### config.mk
export PLATFORM = sky130hd
export DESIGN_NAME = memristor_infra_multiplier_4bit
export DESIGN_NICKNAME = d
export VERILOG_FILES = /design/src/rtl/memristor_infra_multiplier_4bit.sv
export SDC_FILE = /design/constraint.sdc
export NUM_CORES = 1
export LEC_CHECK = 0
export CORE_ASPECT_RATIO = 1.2
export CORE_UTILIZATION = 47
export DETAILED_ROUTE_END_ITERATION = 10
export GPL_ROUTABILITY_DRIVEN = 0
export PLACE_DENSITY = 0.79
export SLEW_MARGIN = 20
export SYNTH_ARGS = -nofsm -noshare
export SYNTH_HDL_FRONTEND = slang
export SYNTH_SLANG_ARGS = --single-unit
### constraint.sdc
create_clock -name clk -period 2.37 [get_ports clk]
set_input_delay 0.711 -clock clk [delete_from_list [all_inputs] [get_ports clk]]
set_output_delay 0.711 -clock clk [all_outputs]
set_load 0.1 [all_outputs]
### src/rtl/memristor_infra_multiplier_4bit.sv
// Sequential 4x4 signed radix-2 Booth multiplier. One shared add/subtract unit is used
// over four iteration cycles, and the 8-bit product is held with a level done flag.
module memristor_infra_multiplier_4bit (
  input  logic       clk,
  input  logic       rst,
  input  logic       start,
  input  logic [3:0] multiplier,
  input  logic [3:0] multiplicand,
  output logic [7:0] result,
  output logic       done
);

  typedef enum logic [1:0] {
    StIdle,
    StCalc,
    StDone
  } state_e;

  state_e     state_q;
  logic [4:0] acc_q;
  logic [4:0] m_q;
  logic [3:0] q_q;
  logic       qm1_q;
  logic [2:0] count_q;
  logic [7:0] result_q;
  logic       done_q;

  logic [4:0] acc_sum;
  logic [4:0] acc_next;
  logic [3:0] q_next;

  // One Booth step: a conditional add/subtract, then an arithmetic shift of {A,Q,Q-1}.
  // A is 5 bits wide so that subtracting M = -8 cannot overflow.
  always_comb begin
    acc_sum = acc_q;
    case ({q_q[0], qm1_q})
      2'b01:   acc_sum = acc_q + m_q;
      2'b10:   acc_sum = acc_q - m_q;
      default: acc_sum = acc_q;
    endcase
    acc_next = {acc_sum[4], acc_sum[4:1]};
    q_next   = {acc_sum[0], q_q[3:1]};
  end

  always_ff @(posedge clk) begin
    if (!rst) begin
      state_q  <= StIdle;
      acc_q    <= '0;
      m_q      <= '0;
      q_q      <= '0;
      qm1_q    <= 1'b0;
      count_q  <= '0;
      result_q <= '0;
      done_q   <= 1'b0;
    end else begin
      case (state_q)
        StIdle: begin
          done_q <= 1'b0;
          if (start) begin
            acc_q   <= '0;
            q_q     <= multiplier;
            qm1_q   <= 1'b0;
            m_q     <= {multiplicand[3], multiplicand};
            count_q <= 3'd4;
            state_q <= StCalc;
          end
        end
        StCalc: begin
          acc_q   <= acc_next;
          q_q     <= q_next;
          qm1_q   <= q_q[0];
          count_q <= count_q - 3'd1;
          if (count_q == 3'd1) begin
            result_q <= {acc_next[3:0], q_next};
            done_q   <= 1'b1;
            state_q  <= StDone;
          end
        end
        StDone: begin
          // result stays put after done drops; only a new product or reset changes it
          if (!start) begin
            done_q  <= 1'b0;
            state_q <= StIdle;
          end
        end
        default: begin
          state_q <= StIdle;
          done_q  <= 1'b0;
        end
      endcase
    end
  end

  assign result = result_q;
  assign done   = done_q;

endmodule

==> impl_metrics.ini, run 1 <==
[outcome]
status = finished clean

[cells_and_area]
fillers = 224
multi_input_area_um2 = 792
fin_nets = 218
drive_above_1_share = 0.213
seqCellArea_um2 = 546
area_delta_synth_final_pct = 26.1
final_core_util = 0.649
n_antenna_cell = 0

[critical_path]
cp-end-kind = flop
critPathLaunchType = flop
r2r_cells = 9
cp_slowest_stage_delay_ns = 0.37
crit_chain = inv_2, ha_4, mux2_4, fa_2, nand2b_4, a21oi_4, xnor2_2, or3_1, a311oi_1
arrival_ns = 2.55
reg2reg_to = result[7]
crit_slowest_cell = fa_2
rrSetupSlack_ns = 0.07
path_max_fanout = 4
cp_top_family = adder cells
criticalPathCategory = reg -> reg
cp.buffers_inverters = 1
r2r-start = m_q[1]
required_ns = 2.63

[hold_path]
worst_hold_path.num_cells = 2
min_to = result[4]
min_from = result[4]
worstHoldPathType = reg -> reg

[clock_network]
cts_tree = done
ctsHoldBuffers = 0
htree_levels = 1
clkSlewWorstSetupHoldPaths_ns = 0.15
numClockSinks = 27
cts_made_buffers = 3
clkLatencyLatePin_ns = 0.34
cts-root-buf = clkbuf_4
cts.path.max_buffers = 2

[global_routing]
grt_pass1_vias = 1173
antenna_found_initial = 0
grt_pass1_wl_um = 5070
grt_start_max_net_pins = 17
grt_usage = 0.222
overflow = 0

[sta]
setup-violations-final = 0
finalCriticalPeriod_ns = 2.30
fin_crit_sh = 0.969
timing.final.ws_setup_ns = 0.0728
hold_viol = 0
rsz0062_at_grt = true
slew_viol_final = 0
clock_skew_ns = 0.00931
slew_headroom = 0.634
tightestPinTransition_ns = 0.548
fmax_mhz = 435

[synth]
yosys.area.top_type = dfxtp_1
synth_warnings = 0
syn_nets = 191
synth_seq_cells = 27
ys_types = 32
syn_area_mm2 = 0.00135
syn_avg_cell_area_um2 = 7.90
synth-edff-count = 0
synth_flop_cell = dfxtp_1
synthTopCellsByCount = nand2_1, dfxtp_1, nor2_1, a21oi_1, inv_1
synth_most_common_cell = nand2_1
async_flop_share = 0
postSynthCellCount = 171
ys_seq_area_frac = 0.400
yosys-top-cells-area = dfxtp_1, nand2_1, ha_1
synth_top_area_share = 0.400

[floorplanning]
core_mm2 = 0.00263
ioPinCount = 20
die-area_mm2 = 0.00309
row_count = 20
start_util = 0.514
die_w_um = 51.0
die_y_um = 60.7

[run]
drv_cap = 0

[detailed_routing]
routed_wl_um = 3040
vias = 1249
drc_errors = 0
wl_per_cell_um = 13.2
antenna_left = 0
firstDrtPassIters = 4
drt_iter0_markers = 37
viasPerCell = 5.43

[place]
dp_slack_ns = -0.0567
port_buffers = 19
dpl.hpwl_um = 2140

[power_and_ir_drop]
power_leakage_uw = 0.000666
ir_worst_vdd_v = 0.000403
pwr_density_cell_mw_per_mm2 = 622
[how the worst max path moves through the flow]
stage	from	endpoint	slack, ns	cells past startpoint
after floorplan	m_q[0]	result[7]	0.02	9
after global placement	m_q[0]	result[7]	0.03	9
after detailed placement	m_q[0]	result[7]	-0.06	9
after CTS	m_q[0]	result[7]	0.01	9
after global routing	m_q[1]	result[7]	-0.04	9
final	m_q[1]	result[7]	0.07	9
[final cells by class]
| cell class | count | share of cell area |
|---|---|---|
| inverter | 10 | 0.0220 |
| sequential | 27 | 0.320 |
| timing repair buffer | 31 | 0.151 |
| clock inverter | 1 | 0.00441 |
| multi-input combinational | 125 | 0.465 |
| clock buffer | 3 | 0.0132 |
| tap | 33 | 0.0242 |
[placed cells by master (no fill, tap or decap), types with 2 or more instances in the layout]
cell and instances:
xnor2_1 2, nand3_1 3, inv_1 8, o21ai_0 5, dfxtp_1 23, a311oi_1 6, ha_4 2, dfxtp_2 4
nor2b_1 2, or3_1 2, a21oi_1 17, nand2_1 30, nor3_1 2, buf_4 21, a31oi_1 3, mux2i_1 2
inv_2 2, ha_1 6, and2_1 2, nor2_1 21, nand2b_1 3, clkbuf_4 3, clkdlybuf4s50_1 10
[registers in the layout (all words and copies together), names as in the netlist]
name,flops
done,1
qm1_q,1
m_q,4
acc_q,4
count_q,3
result,8
q_q,4
state_q,2
[timing repair]
action	4_1_cts	5_1_grt
gates resized for setup	5	10
pin swaps	2	7
gates cloned	0	0
buffers inserted	0	2
setup endpoints to repair	2	2
[cells by family after synthesis]
group | after synthesis | synth area share
buffers and inverters | 19 | 0.0556
flip-flops | 27 | 0.400
multiplexers | 3 | 0.0231
AND/OR/NAND/NOR | 72 | 0.237
AO/OA/AOI/OAI | 37 | 0.169
XOR/XNOR | 4 | 0.0259
adder cells (fa/ha/maj) | 9 | 0.0889
[per-stage QoR]
stage	TNS, ns	cells	hold slack (ns)	instance area [um2]	total power, uW
6_report	0	230	0.470	1700	1060
5_1_grt	-0.0369	230	0.494	1700	1130
4_1_cts	0	228	0.471	1650	1030
3_5_place_dp	-0.0856	224	0.451	1600	795
3_3_place_gp	0	224	0.447	1600	781
2_1_floorplan	0	171	0.438	1350	712
[metal layers]
metal	up-vias	track usage	part of all wire
li1	626	-	-
met1	572	0.261	0.43
met2	42	0.393	0.51
met3	9	0.0226	0.032
met4	0	0.127	0.028
met5	-	0	0
[report_power, final]
group	switching [uW]	internal (uW)
clock	144	64.8
combinational	185	164
sequential	21.3	482
total	350	711
[worst reg2reg max path, cell delays in order, from the launching register on]
cell      delay, ns
dfxtp_2        0.36
inv_2          0.05
ha_4           0.22
mux2_4         0.28
fa_2           0.37
nand2b_4       0.16
a21oi_4        0.16
xnor2_2        0.09
or3_1          0.35
a311oi_1       0.19
No activity file was read; power rests on OpenSTA's default activity.
==> run 2: changes to the inputs <==
SETUP_SLACK_MARGIN = 0.1   (was default)
==> run 2 against run 1 <==
Against the previous run:
- via count rose by 0.56%
- cell area rose by 1.8%
- global-route usage rose by 0.63 points
- register-to-register slack got worse by 0.02 ns
- clock power rose by 2%
- critical path type unchanged
- power rose by 0.92%
- critical endpoint unchanged
- cell count fell by 0.43%
==> impl_metrics.ini, run 2 (same netlist as run 1, synthesis figures left out) <==
[clock_network]
numClockSinks = 27
cts-root-buf = clkbuf_4
cts_made_buffers = 3
clkLatencyLatePin_ns = 0.33
cts_tree = done
cts.path.max_buffers = 2
clkSlewWorstSetupHoldPaths_ns = 0.16
htree_levels = 1

[detailed_routing]
vias = 1256
drt_iter0_markers = 54
drc_errors = 0
firstDrtPassIters = 4
viasPerCell = 5.48
wl_per_cell_um = 14.0
routed_wl_um = 3200
antenna_left = 0

[cells_and_area]
seqCellArea_um2 = 546
area_delta_synth_final_pct = 28.3
n_antenna_cell = 0
fillers = 221
multi_input_area_um2 = 813
final_common_cell = nand2_1
largest_reg_flops = 8
drive_above_1_share = 0.224
fin_nets = 217
layout_common_cells = nand2_1, dfxtp_1, nor2_1

[critical_path]
criticalPathCategory = reg -> reg
critPathLaunchType = flop
arrival_ns = 2.57
crit_chain = inv_2, ha_4, mux2_4, fa_2, nand2b_4, a21oi_4, xnor2_2, or3_1, a311oi_1
crit_slowest_cell = dfxtp_2
required_ns = 2.62
path_max_fanout = 4
cp_slowest_stage_delay_ns = 0.37
cp-end-kind = flop

[sta]
hold_viol = 0
tightestPinTransition_ns = 0.514
finalCriticalPeriod_ns = 2.32
setup-violations-final = 0
setup_tns_ns = 0
fmax_mhz = 431
rsz0062_at_grt = true
slew_headroom = 0.657
fin_crit_sh = 0.980
clock_skew_ns = 0.00294
slew_viol_final = 0

[floorplanning]
ioPinCount = 20
row_count = 20
die_w_um = 51.0
start_util = 0.514
die-area_mm2 = 0.00309
die_y_um = 60.7
core_mm2 = 0.00263

[global_routing]
grt_usage = 0.228
grt_start_max_net_pins = 17
grt_pass1_wl_um = 5290
grt_pass1_vias = 1251
overflow = 0
antenna_found_initial = 0

[place]
port_buffers = 19
dpl.hpwl_um = 2210

[outcome]
status = finished clean

[power_and_ir_drop]
power_leakage_uw = 0.000670
ir_worst_vdd_v = 0.000515
pwr_density_cell_mw_per_mm2 = 617
totalPowerFinal_uw = 1070

[hold_path]
worstHoldPathType = reg -> reg

[run]
drv_cap = 0
run 2: cell count changes in the layout (fill, tap and decap cells not counted), sizes merged:
cell	change
buf	-1
run 2: report_power, final:
part           switching [uW]  internal (uW)  leakage, uW
sequential               23.3            482     0.000222
clock                     149           64.7    0.0000139
combinational             189            163     0.000434
run 2: worst paths after layout:
check                               start   endpoint  slack, ns  depth (start not counted)
worst min-delay path            result[4]  result[4]       0.47                          2
worst min register to register  result[4]  result[4]       0.47                          2
worst max register to register     m_q[0]  result[7]       0.05                          9
worst max-delay path               m_q[0]  result[7]       0.05                          9
run 2: critical path: cells and delay by family (launching register included):
| kind | cells | cell delay, ns |
|---|---|---|
| AO/OA/AOI/OAI | 2 | 0.37 |
| buffers and inverters | 1 | 0.05 |
| multiplexers | 1 | 0.29 |
| adder cells (fa/ha/maj) | 2 | 0.59 |
| flip-flops | 1 | 0.37 |
| AND/OR/NAND/NOR | 2 | 0.49 |
| XOR/XNOR | 1 | 0.09 |
run 2: metrics by stage:
step           instances  hold WS [ns]  setup WS [ns]  utilization  instance area, um2
6_report             229         0.471         0.0484        0.660                1730
5_1_grt              229         0.491        0.00175        0.660                1730
4_1_cts              228         0.474         0.0662        0.639                1680
3_5_place_dp         221         0.454        -0.0635        0.606                1590
3_3_place_gp         221         0.447         0.0465        0.606                1590
2_1_floorplan        171         0.438          0.104            -                1360
run 2: layer usage:
layer	vias up	routed length [um]	track usage	part of all wire
met5	-	0	0	0
met1	585	1360	0.261	0.42
met2	31	1660	0.429	0.52
met4	0	88	0.0873	0.027
li1	630	-	-	-
met3	10	99	0.0301	0.031
run 2: area by class of cell:
cell class | count | share of cell area
Inverter | 10 | 0.0216
Multi-Input combinational cell | 125 | 0.469
Sequential cell | 27 | 0.315
Tap cell | 33 | 0.0238
Clock inverter | 1 | 0.00433
Timing Repair Buffer | 30 | 0.154
Clock buffer | 3 | 0.0130
run 2: repair_timing:
item                       4_1_cts  5_1_grt
setup endpoints to repair        2        3
pin swaps                        2        0
hold buffers                     0        0
resized for setup                7       12
setup buffers                    3        1
==> edit 1: new RTL, flow settings as in run 2 <==
Reset style: asynchronous (`rst`), changed in one clocked block.
--- a/src/rtl/memristor_infra_multiplier_4bit.sv
+++ b/src/rtl/memristor_infra_multiplier_4bit.sv
@@ -42,7 +42,7 @@
     q_next   = {acc_sum[0], q_q[3:1]};
   end
 
-  always_ff @(posedge clk) begin
+  always_ff @(posedge clk or negedge rst) begin
     if (!rst) begin
       state_q  <= StIdle;
       acc_q    <= '0;
Behaviour: differs if rst is asserted again (counterexample within 10 cycles, from zero or initial values and one cycle with rst low); with rst held inactive, the same outputs for 10 cycles.
==> edit 1 against run 2 <==
- final area increased by 3.4%
- routed wire length shrank 9.0%
- synthesized area is 4.9% higher
- sequential cell count unchanged
- clock skew increased by 0.0031 ns
- setup slack improved by 0.020 ns
- fmax is 0.88% higher
- critical endpoint is now acc_q[3]$_DFFE_PN0P_
- highest routed layer unchanged
Power is not shown: default switching activity piles up to over one toggle a cycle in this logic, so the estimate is an artifact.
==> edit 1: results (changes against run 2) <==
The largest net degree at the start of global routing was 28 (was 17). The fraction of layout instances using a drive strength above 1 is 23.0% (was 22.4%). The largest clock skew in the final design is 0.00603 ns (was 0.00294 ns).

The launch instance of the worst min-delay path is result[4]$_DFFE_PN0P_ (was result[4]$_SDFFE_PN0P_). The synthesized-area fraction occupied by ao, oa, aoi and oai cells is 12.4% (was 16.9%). Ranking of synthesized cells by area: sky130_fd_sc_hd__dfrtp_1 (48%), sky130_fd_sc_hd__nand2_1 (7.1%), sky130_fd_sc_hd__ha_1 (7.1%) (was sky130_fd_sc_hd__dfxtp_1 (40%), sky130_fd_sc_hd__nand2_1 (8.3%), sky130_fd_sc_hd__ha_1 (7.4%)). Outcome: finished, final reports clean (unchanged).

The post-synthesis share of cell area spent on xor and xnor gates came out at 2.47% (was 2.59%). The number of nets in the layout is 199 (was 217). The count of antenna diodes in the layout came out at 0 (unchanged).

The multiplexer share of the synthesized area is 6.00% (was 2.31%). The number of nets produced by synthesis is 169 (was 191). The via count of the first global-routing pass came to 1,064 (was 1,251).

The sequential area share after synthesis came out at 47.7% (was 40.0%). The first-pass GRT wire length is 4780 um (was 5290 um). The standard cell with the maximum stage delay on the critical path was sky130_fd_sc_hd__or4_4 (was sky130_fd_sc_hd__dfxtp_2).

The total placed instance area was 1650 sq um (was 1590 sq um). The placement-stage worst setup slack is -0.0242 ns (was -0.0635 ns). The cell at the root of the clock tree is sky130_fd_sc_hd__clkbuf_4 (unchanged).

The number of buffers on the longest clock path came out at 2 (unchanged). The maximum fanout count along the critical path came out at 3 (was 4). The sum of routed wire length over all layers is 2910 um (was 3200 um). The detailed-route wire length per cell is 13.7 um (was 14.0 um). The DRC violation total after the first TritonRoute iteration came out at 17 (was 54). The post-synthesis cell count came out at 149 (was 171). The final HPWL from detailed placement was 2040 um (was 2210 um). The number of buffers created by CTS is 3 (unchanged).

The remaining max-slew budget at the tightest pin came to 71.4% (was 65.7%). The async set-reset flop share out of synthesis came out at 100% (was 0%). The number of library cell types mapped by synthesis is 31 (was 32).

The via density per instance came out at 5.28 (was 5.48). The fraction of the mapped netlist area in adder cells was 8.47% (was 8.89%). The global router's overall resource usage is 19.4% (was 22.8%).

The arrival time at the worst endpoint is 2.58 ns (was 2.57 ns). The reg-to-reg startpoint is m_q[0]$_DFFE_PN0P_ (was m_q[0]$_SDFFE_PN0P_). The highest cell delay on the worst timing path came out at 0.43 ns (was 0.37 ns). The number of flip-flops under the largest register name came out at 8 (unchanged). The count of buffers from port buffering is 19 (unchanged). Most frequent cells after synthesis: sky130_fd_sc_hd__dfrtp_1 (27), sky130_fd_sc_hd__nand2_1 (27), sky130_fd_sc_hd__o21ai_0 (17) (was sky130_fd_sc_hd__nand2_1 (30), sky130_fd_sc_hd__dfxtp_1 (27), sky130_fd_sc_hd__nor2_1 (22)).
==> edit 1: cell count changes in the layout (fill, tap and decap cells not counted), sizes merged, moves of 6 or more <==
cell	change
dfrtp	+27
a21oi	-13
nor2	-9
dfxtp	-27
a311oi	-6
o21ai	+12
==> edit 1: timing repair <==
action                                 4_1_cts  5_1_grt
gates resized for setup                      3       13
pin swaps                                    4        2
setup endpoints to repair                    4        4
buffers inserted                             3        2
cloned                                       0        0
endpoints found under the hold margin        0        0
==> edit 1: worst paths after layout <==
| kind | to | slack, ns | cells past startpoint |
|---|---|---|---|
| worst max-delay path | acc_q[3]$_DFFE_PN0P_ | 0.07 | 9 |
| worst min-delay path | result[4]$_DFFE_PN0P_ | 0.50 | 2 |
| worst max register to register | acc_q[3]$_DFFE_PN0P_ | 0.07 | 9 |
| worst min register to register | result[4]$_DFFE_PN0P_ | 0.50 | 2 |
| max in group asynchronous | m_q[1]$_DFFE_PN0P_ | 1.39 | 2 |
| min in group asynchronous | result[0]$_DFFE_PN0P_ | 0.72 | 2 |
==> edit 1: worst max-delay path: cells and delay by family, from the launching register on <==
family / cells / cell delay, ns
compound gates: 1 / 0.13
buf+inv: 1 / 0.09
mux: 1 / 0.28
flops: 1 / 0.42
simple gates: 3 / 0.68
xor+xnor: 1 / 0.10
fa+ha+maj: 2 / 0.55
==> edit 1: per-layer routing <==
metal | vias to the layer above | GRT usage (%) | part of all wire [%]
met5 | - | 0 | 0
met4 | 0 | 5.92 | 1.2
met3 | 4 | 2.21 | 2.3
met2 | 21 | 32.9 | 53
met1 | 535 | 25.5 | 43
li1 | 559 | - | -
==> edit 1: stage by stage <==
| step | utilization, % | hold slack, ns |
|---|---|---|
| after CTS | 60.7 | 0.505 |
| after global placement | 58.0 | 0.463 |
| final | 63.2 | 0.501 |
| after detailed placement | 58.0 | 0.472 |
| after floorplan | - | 0.415 |
| after global routing | 63.2 | 0.529 |
==> edit 1: cell type report <==
cell class | instances | area, sq um
inverters | 10 | 37.5
fillers | 240 | 1040
multi-input cells | 109 | 774
clock buffers | 3 | 22.5
flip-flops and latches | 27 | 676
well taps | 34 | 42.5
clock inverters | 1 | 5.00
repair buffers | 28 | 235
==> edit 1: cells by family (layout without fill, tap and decap cells) <==
logic type,Yosys count,in the layout
compound gates,30,30
fa+ha+maj,9,9
buf+inv,13,42
xor+xnor,4,4
simple gates,58,58
mux,8,8
flops,27,27
==> edit 2: new RTL, config.mk and constraints of run 2 <==
Without the edit above. Put one more register stage on the output `result`, without a reset. The value now appears one clock later. The other outputs are not delayed to match.
--- a/src/rtl/memristor_infra_multiplier_4bit.sv
+++ b/src/rtl/memristor_infra_multiplier_4bit.sv
@@ -91,7 +91,9 @@
     end
   end
 
-  assign result = result_q;
+  always_ff @(posedge clk) begin
+    result <= result_q;
+  end
   assign done   = done_q;
 
 endmodule
Check against the original RTL: not equivalent (Yosys sat finds a counterexample within 10 cycles, from zero or initial values and one cycle with rst low).
==> edit 2 against run 2 <==
- setup slack better by 0.057 ns
- clock skew is 0.0061 ns higher
- sequential cell count rose by 8
- total power increased by 34%
- synthesized cell count grew 3.5%
- sequential share of layout area increased by 5.3 points
- first-iteration DRC count shrank 61%
- routed wire length down 4.0%
- fmax grew 2.5%
- synthesized area rose by 12%
- final area rose by 11%
- clock power rose by 110%
- critical path type unchanged
- largest cell class unchanged
- highest routed layer unchanged
==> edit 2: results (changes against run 2) <==
The DRC violation total after the first TritonRoute iteration came to 21 (was 54). The sequential area share after synthesis came out at 46.3% (was 40.0%). The largest clock skew in the final design came out at 0.00908 ns (was 0.00294 ns). The growth of design area from synthesis to finish was 27.0% (was 28.3%). The standard cell with the maximum stage delay on the critical path is sky130_fd_sc_hd__or4_1 (was sky130_fd_sc_hd__dfxtp_2). The sum of met2 wire segment lengths after detailed routing came out at 1620 um (was 1660 um). The launch instance of the worst min-delay path is result_q[5]$_SDFFE_PN0P_ (was result[4]$_SDFFE_PN0P_).

The largest net degree at the start of global routing is 23 (was 17). The detailed-route wire length per cell came out at 12.6 um (was 14.0 um). The global router's overall resource usage is 21.4% (was 22.8%). Outcome: finished, final reports clean (unchanged). The number of stages on the worst hold path is 0 (was 2). The final HPWL from detailed placement was 2190 um (was 2210 um). The fraction of layout instances using a drive strength above 1 was 21.7% (was 22.4%). The multiplexer share of the synthesized area came out at 2.07% (was 2.31%). The post-synthesis cell count came out at 177 (was 171).

The count of filler cells inserted in the layout came out at 250 (was 221). The post-synthesis share of cell area spent on xor and xnor gates is 2.32% (was 2.59%). The number of nets produced by synthesis is 197 (was 191). The leakage power came out at 0.000761 uW (was 0.000670 uW). The fraction of the mapped netlist area in adder cells came out at 7.94% (was 8.89%). The synthesized-area fraction occupied by ao, oa, aoi and oai cells came out at 16.0% (was 16.9%).

The maximum level of the CTS H-tree came out at 2 (was 1). The via count of the routed design came out at 1,283 (was 1,256). The final standard cell count with taps included and fillers excluded came to 243 (was 229). The final worst-path cycle share is 95.6% (was 98.0%). The portion of total power attributed to the clock network came out at 31.0% (was 19.9%). The number of nets in the layout came out at 226 (was 217).

The detailed-routing iteration count for the pre-antenna-repair pass came out at 6 (was 4). The total placed instance area came out at 1760 sq um (was 1590 sq um). The first-pass GRT wire length came out at 5330 um (was 5290 um). The clock group total power came out at 446 uW (was 213 uW). The switching power total came out at 401 uW (was 361 uW). The last element of the critical path is acc_q[3]$_SDFFE_PN0P_ (was result[7]$_SDFFE_PN0P_).

The number of buffers created by CTS is 5 (was 3). The met2 demand-to-capacity share in global routing came out at 36.1% (was 42.9%). The logic gate share of total power is 24.4% (was 32.9%). The number of library cell types mapped by synthesis is 33 (was 32). The met1 track utilization from global routing came out at 22.7% (was 26.1%).
-- edit 2: changes by cell type after synthesis, sizes merged --
cell / delta
buf: -2
o21a: +1
and3b: +1
o21ai: +1
nand3b: -1
nand2: -1
dfxtp: +8
nor2: -1
clkbuf: +1
a21oi: -1
-- edit 2: area by class of cell --
cell class | instances | area share [%]
clock buffer | 6 | 2.67
sequential | 35 | 36.7
tap | 36 | 2.34
inverter | 10 | 1.95
clock inverter | 2 | 1.82
timing repair buffer | 30 | 13.0
multi-input combinational | 124 | 41.5
-- edit 2: repair_timing --
item | CTS | global route
hold buffers | 0 | 0
setup endpoints to repair | 2 | 2
buffers inserted | 5 | 0
resized for setup | 7 | 2
pin swaps | 0 | 2
-- edit 2: cell families (layout without fill, tap and decap cells) --
group / Yosys count / count (layout)
AO/OA/AOI/OAI: 38 / 38
buffers and inverters: 18 / 48
flip-flops: 35 / 35
multiplexers: 3 / 3
AND/OR/NAND/NOR: 70 / 70
XOR/XNOR: 4 / 4
adder cells (fa/ha/maj): 9 / 9
